**config.mk**
```make
export PLATFORM = sky130hd
export DESIGN_NAME = chess_move_entry_flat
export DESIGN_NICKNAME = d
export VERILOG_FILES = /design/src/rtl/chess_move_entry_if.sv /design/src/rtl/chess_move_entry.sv /design/src/flat_wrapper.sv
export SDC_FILE = /design/constraint.sdc
export NUM_CORES = 1
export LEC_CHECK = 0
export BUFFER_PORTS_ARGS = -buffer_cell sky130_fd_sc_hd__buf_4
export CORE_AREA = 5 5 100 102
export DETAILED_ROUTE_END_ITERATION = 12
export DIE_AREA = 0 0 105 107
export PLACE_DENSITY = 0.6
export SLEW_MARGIN = 20
export SYNTH_ARGS = -nofsm -noshare
export SYNTH_HDL_FRONTEND = slang
export SYNTH_SLANG_ARGS = --single-unit
```
**constraint.sdc**
```tcl
create_clock -name clk -period 2.25 [get_ports clk]
set_input_delay 0.45 -clock clk [delete_from_list [all_inputs] [get_ports clk]]
set_output_delay 0.45 -clock clk [all_outputs]
set_load 0.01 [all_outputs]
```
**src/rtl/chess_move_entry_if.sv**
```systemverilog
// Board-side signal bundle for the chess move entry stage: switches and buttons in,
// captured digits, verify strobe, phase and reject out.
interface chess_move_entry_if;
   // There is no valid/ready handshake: buttons and switches are raw asynchronous levels.
   // verify is an active-low strobe that the consumer samples on its falling edge, and
   // reject is a one-cycle pulse that no consumer can stall.
   logic [3:0] sw;
   logic       key_enter_n;
   logic       key_clear_n;
   logic [3:0] user_digit1;
   logic [3:0] user_digit2;
   logic       verify;
   logic [1:0] entry_phase;
   logic       reject;

   modport master (
      output sw, key_enter_n, key_clear_n,
      input  user_digit1, user_digit2, verify, entry_phase, reject
   );

   modport slave (
      input  sw, key_enter_n, key_clear_n,
      output user_digit1, user_digit2, verify, entry_phase, reject
   );
endinterface

```
**src/rtl/chess_move_entry.sv**
```systemverilog
// Debounces the enter/clear buttons, captures a two-digit move from the switches,
// and issues the active-low verify strobe used by the puzzle checker.
module chess_move_entry #(
   parameter int         DEBOUNCE_CYCLES = 500000,
   parameter int         PULSE_CYCLES    = 4,
   parameter logic [3:0] MAX_DIGIT       = 4'd15
) (
   input  logic               clk,
   input  logic               rst_n,
   chess_move_entry_if.slave  bus
);

   localparam int              CW       = (DEBOUNCE_CYCLES < 2) ? 1 : $clog2(DEBOUNCE_CYCLES + 1);
   localparam logic [CW-1:0]   DB_LAST  = CW'(DEBOUNCE_CYCLES - 1);
   localparam logic [7:0]      PCNT_LAST = 8'(PULSE_CYCLES - 1);

   typedef enum logic [1:0] {
      WAIT1    = 2'b00,
      WAIT2    = 2'b01,
      READY    = 2'b10,
      FEEDBACK = 2'b11
   } phase_e;

   // Index 0 is the enter button, index 1 the clear button.
   logic [1:0]         key_s1_q, key_s1_d;
   logic [1:0]         key_s2_q, key_s2_d;
   logic [1:0]         key_db_q, key_db_d;
   logic [1:0][CW-1:0] key_cnt_q, key_cnt_d;
   logic [1:0]         key_ev_q, key_ev_d;
   logic [3:0]         sw_s1_q, sw_s1_d;
   logic [3:0]         sw_s2_q, sw_s2_d;

   phase_e             phase_q, phase_d;
   logic [3:0]         digit1_q, digit1_d;
   logic [3:0]         digit2_q, digit2_d;
   logic               verify_q, verify_d;
   logic [7:0]         pcnt_q, pcnt_d;
   logic               exit_q, exit_d;
   logic               reject_q, reject_d;

   logic               busy;
   logic               enter_ev;
   logic               clear_ev;
   logic               sw_ok;

   always_comb begin
      key_s1_d = {bus.key_clear_n, bus.key_enter_n};
      key_s2_d = key_s1_q;
      sw_s1_d  = bus.sw;
      sw_s2_d  = sw_s1_q;
      key_db_d  = key_db_q;
      key_cnt_d = '0;
      key_ev_d  = '0;
      // A level is accepted only after DEBOUNCE_CYCLES contrary samples in a row.
      for (int i = 0; i < 2; i++) begin
         if (key_s2_q[i] != key_db_q[i]) begin
            if (key_cnt_q[i] == DB_LAST) begin
               key_db_d[i] = key_s2_q[i];
            end else begin
               key_cnt_d[i] = key_cnt_q[i] + CW'(1);
            end
         end
         key_ev_d[i] = key_db_q[i] & ~key_db_d[i];
      end
   end

   assign busy     = ~verify_q;
   assign enter_ev = key_ev_q[0] & ~busy;
   assign clear_ev = key_ev_q[1] & ~busy;
   assign sw_ok    = ({1'b0, sw_s2_q} <= {1'b0, MAX_DIGIT});

   always_comb begin
      phase_d  = phase_q;
      digit1_d = digit1_q;
      digit2_d = digit2_q;
      verify_d = verify_q;
      pcnt_d   = pcnt_q;
      exit_d   = exit_q;
      reject_d = 1'b0;
      if (busy) begin
         if (pcnt_q == 8'd0) begin
            verify_d = 1'b1;
            exit_d   = 1'b0;
            // The second strobe in feedback hands control to the next puzzle.
            if (exit_q) begin
               digit1_d = 4'd0;
               digit2_d = 4'd0;
               phase_d  = WAIT1;
            end
         end else begin
            pcnt_d = pcnt_q - 8'd1;
         end
      end else if (clear_ev && (phase_q != FEEDBACK)) begin
         digit1_d = 4'd0;
         digit2_d = 4'd0;
         phase_d  = WAIT1;
      end else if (enter_ev) begin
         case (phase_q)
            WAIT1: begin
               if (sw_ok) begin
                  digit1_d = sw_s2_q;
                  phase_d  = WAIT2;
               end else begin
                  reject_d = 1'b1;
               end
            end
            WAIT2: begin
               if (sw_ok) begin
                  digit2_d = sw_s2_q;
                  phase_d  = READY;
               end else begin
                  reject_d = 1'b1;
               end
            end
            READY: begin
               verify_d = 1'b0;
               pcnt_d   = PCNT_LAST;
               exit_d   = 1'b0;
               phase_d  = FEEDBACK;
            end
            default: begin
               verify_d = 1'b0;
               pcnt_d   = PCNT_LAST;
               exit_d   = 1'b1;
            end
         endcase
      end
   end

   always_ff @(posedge clk or negedge rst_n) begin
      if (!rst_n) begin
         key_s1_q  <= 2'b11;
         key_s2_q  <= 2'b11;
         key_db_q  <= 2'b11;
         key_cnt_q <= '0;
         key_ev_q  <= 2'b00;
         sw_s1_q   <= 4'd0;
         sw_s2_q   <= 4'd0;
         phase_q   <= WAIT1;
         digit1_q  <= 4'd0;
         digit2_q  <= 4'd0;
         verify_q  <= 1'b1;
         pcnt_q    <= 8'd0;
         exit_q    <= 1'b0;
         reject_q  <= 1'b0;
      end else begin
         key_s1_q  <= key_s1_d;
         key_s2_q  <= key_s2_d;
         key_db_q  <= key_db_d;
         key_cnt_q <= key_cnt_d;
         key_ev_q  <= key_ev_d;
         sw_s1_q   <= sw_s1_d;
         sw_s2_q   <= sw_s2_d;
         phase_q   <= phase_d;
         digit1_q  <= digit1_d;
         digit2_q  <= digit2_d;
         verify_q  <= verify_d;
         pcnt_q    <= pcnt_d;
         exit_q    <= exit_d;
         reject_q  <= reject_d;
      end
   end

   assign bus.user_digit1 = digit1_q;
   assign bus.user_digit2 = digit2_q;
   assign bus.verify      = verify_q;
   assign bus.entry_phase = phase_q;
   assign bus.reject      = reject_q;

endmodule

```
**src/flat_wrapper.sv**
```systemverilog
// flat-port wrapper written by rule: the top's interface ports become plain ports
module chess_move_entry_flat 
#(
   parameter int         DEBOUNCE_CYCLES = 500000,
   parameter int         PULSE_CYCLES    = 4,
   parameter logic [3:0] MAX_DIGIT       = 4'd15
)
  (clk, rst_n, bus_sw, bus_key_enter_n, bus_key_clear_n, bus_user_digit1, bus_user_digit2, bus_verify, bus_entry_phase, bus_reject);
  chess_move_entry_if bus_i ();
  input  logic clk;
  input  logic rst_n;
  input wire logic [$bits(bus_i.sw)-1:0] bus_sw;
  input wire logic [$bits(bus_i.key_enter_n)-1:0] bus_key_enter_n;
  input wire logic [$bits(bus_i.key_clear_n)-1:0] bus_key_clear_n;
  output wire logic [$bits(bus_i.user_digit1)-1:0] bus_user_digit1;
  output wire logic [$bits(bus_i.user_digit2)-1:0] bus_user_digit2;
  output wire logic [$bits(bus_i.verify)-1:0] bus_verify;
  output wire logic [$bits(bus_i.entry_phase)-1:0] bus_entry_phase;
  output wire logic [$bits(bus_i.reject)-1:0] bus_reject;
  assign bus_i.sw = bus_sw;
  assign bus_i.key_enter_n = bus_key_enter_n;
  assign bus_i.key_clear_n = bus_key_clear_n;
  assign bus_user_digit1 = bus_i.user_digit1;
  assign bus_user_digit2 = bus_i.user_digit2;
  assign bus_verify = bus_i.verify;
  assign bus_entry_phase = bus_i.entry_phase;
  assign bus_reject = bus_i.reject;
  chess_move_entry #(.DEBOUNCE_CYCLES(DEBOUNCE_CYCLES), .PULSE_CYCLES(PULSE_CYCLES), .MAX_DIGIT(MAX_DIGIT)) u_core (.clk(clk), .rst_n(rst_n), .bus(bus_i));
endmodule
```
==> flow_summary.yaml <==
run_status:
  status: "completed"
sta:
  relSlewSlack: 0.658
  hold_viol: 0
  setup_violations: 0
  clock.fmax_ghz: 0.486
  worstMarginPinSlew_ps: 513
  min_period_ps: 2060
  slew_violations: 0
  tns_ps: 0
  rsz0062_at_grt: "false"
  finalCritPeriodShare: 0.915
  skew_ps: 14.4
cts:
  insertion_delay_ps: 350
  cts_tree: "done"
  hold_buffers: 0
  cts_root_buf: "clkbuf_8"
  cts.path.max_buffers: 2
  clock-sinks: 74
  path_clk_slew_ps: 90
  post-cts-setup-buffer-count: 0
  cts_buffers: 9
  cts_resized: 0
  htree_num_levels: 3
synthesis:
  syn_inst: 324
  yosys_warnings: 0
  avgSynthCellArea_um2: 10.7
  yosysUniqueCellTypes: 47
  syn-num-nets: 341
  synth_edf_count: 0
  async_flop_share: 1.00
  yosysSeqAreaShare: 0.536
  netlist_area_um2: 3470
  synth_flop_cell: "dfrtp_1"
  ys_ff_latch: 74
route:
  drc: 0
  wl_um: 6330
  drtIter0Drc: 58
  detail-route-antenna-nets: 0
  viasPerCell: 5.16
  firstDrtPassIters: 4
  avgRoutedWirePerCell_um: 13.4
  num_vias: 2431
final_layout:
  area_growth_pct: 15.3
  final_cell_mix: "dfrtp_1 (67), nor2_1 (47), xnor2_1 (26), buf_4 (25), nand3_1 (15)"
  drive_gt1_frac: 0.167
  fillerInstances: 866
  antenna_cells: 0
  nets: 372
  final_common_cell: "dfrtp_1"
worst_setup_path:
  arrival_ps: 2310
  worstPathRequired_ps: 2500
  worst-setup-path-type: "reg2reg"
  critical_path.max_fanout: 5
  worstSetupStartpoint: "u_core.pcnt_q[0]"
  crit_path_end_kind: "flop"
  regToRegSetupSlack_ps: 190
  rr_startpoint: "u_core.pcnt_q[0]"
  startpoint_type: "flop"
power:
  peakVddDrop_uv: 392
  p_total_mw: 2.61
  power.density_nw_per_um2: 652
  p_leak_nw: 1.74
global_routing:
  grt-ovfl-total: 0
  grt_pass1_vias: 2417
  met1_usage: 0.161
  grt_max_degree: 39
  antenna_found_initial: 0
  grt_busiest_layer: "met2"
  gr-usage-all-layers: 0.122
  grtUsageMet2: 0.196
  met3_usage: 0.0325
  grt_pass1_wl_um: 11200
place:
  port_buffers: 18
  gp_congestion: 0.784
  dp_hpwl_um: 4470
hold_path:
  hold_class: "in2async"
job:
  cap_violations: 0
floorplanning:
  initial_core_util: 0.385
  dieArea_um2: 11200
  pin_count: 20
  coreArea_um2: 9020
  die_x_um: 105
  fp.dieH_um: 107
  row_count: 35
[report_power, final]
part           internal, mW  switching [mW]
clock network         0.634           0.535
logic                0.0286          0.0473
registers              1.35          0.0164
[cell usage after synthesis, types with 3 or more instances]
library cell  number  area [um^2]
dfrtp_1           67         1680
nor2_1            47          176
xnor2_1           26          228
nand3_1           15         75.1
a21oi_1           14         70.1
inv_1             14         52.6
nand2_1           14         52.6
nor4_1            14         87.6
nor3_1            11         55.1
a22o_1            10         87.6
ha_1               9          113
nand4_1            9         56.3
dfstp_2            7          184
xor2_1             6         52.6
o21ai_0            5         25.0
mux2i_1            4         40.0
or4_1              4         30.0
clkbuf_1           3         11.3
nand2b_1           3         18.8
or2_2              3         18.8
or3_1              3         18.8
[metal layers]
layer / wire length (um) / part of all wire / vias up
met5: 0 / 0 / -
met2: 2990 / 0.47 / 33
met4: 64 / 0.010 / 0
li1: - / - / 1203
met3: 225 / 0.036 / 5
met1: 3040 / 0.48 / 1190
[per-stage QoR]
stage	worst slack (ps)	hold WS (ps)	utilization	instances	area, um^2
global placement	313	333	0.419	455	3780
CTS	166	53.0	0.444	471	4010
finish	191	43.1	0.444	471	4010
floorplan	401	154	-	324	3470
detailed placement	174	337	0.419	455	3780
global route	45.0	78.4	0.444	471	4010
[worst max-delay path, stage by stage, from the launching register on]
cell and delay (ps):
dfrtp_1 420, inv_1 90, ha_1 180, or3b_2 470, nor4_1 370, a21oi_1 160
a22o_1 270
[final timing paths]
| check | end | cells after the start |
|---|---|---|
| hold / removal | u_core.pcnt_q[3] | 1 |
| min in group clk | u_core.key_s1_q[1] | 1 |
| setup reg to reg | u_core.bus.user_digit1[3] | 6 |
| max in group asynchronous | u_core.key_s2_q[0] | 2 |
| setup / recovery | u_core.bus.user_digit1[3] | 6 |
| hold reg to reg | u_core.sw_s2_q[3] | 0 |
[flip-flops by register name, summed over array words and instances (netlist names), 2 cells and up]
| name | cells |
|---|---|
| u_core.bus.entry_phase | 2 |
| u_core.bus.user_digit1 | 4 |
| u_core.bus.user_digit2 | 4 |
| u_core.key_cnt_q | 38 |
| u_core.key_db_q | 2 |
| u_core.key_ev_q | 2 |
| u_core.key_s1_q | 2 |
| u_core.key_s2_q | 2 |
| u_core.pcnt_q | 8 |
| u_core.sw_s1_q | 4 |
| u_core.sw_s2_q | 4 |
[cells by family (layout without fill, tap and decap cells)]
kind of cell,Yosys count,count (layout),share of synthesized area
other cells,1,1,0.00108
compound gates,39,39,0.0865
flops,74,74,0.536
mux,6,6,0.0180
buf+inv,20,56,0.0259
xor+xnor,32,32,0.0807
simple gates,143,143,0.220
fa+ha+maj,9,9,0.0324
[cell type report]
type                            instances  area, um^2  area share
Clock buffer                            9         124      0.0309
Sequential cell                        74        1860       0.464
Inverter                               14        52.6      0.0131
Timing Repair Buffer                   26         208      0.0518
Multi-Input combinational cell        230        1520       0.380
Tap cell                              111         139      0.0347
Clock inverter                          7         100      0.0250
(Power assumes the default switching activity.)
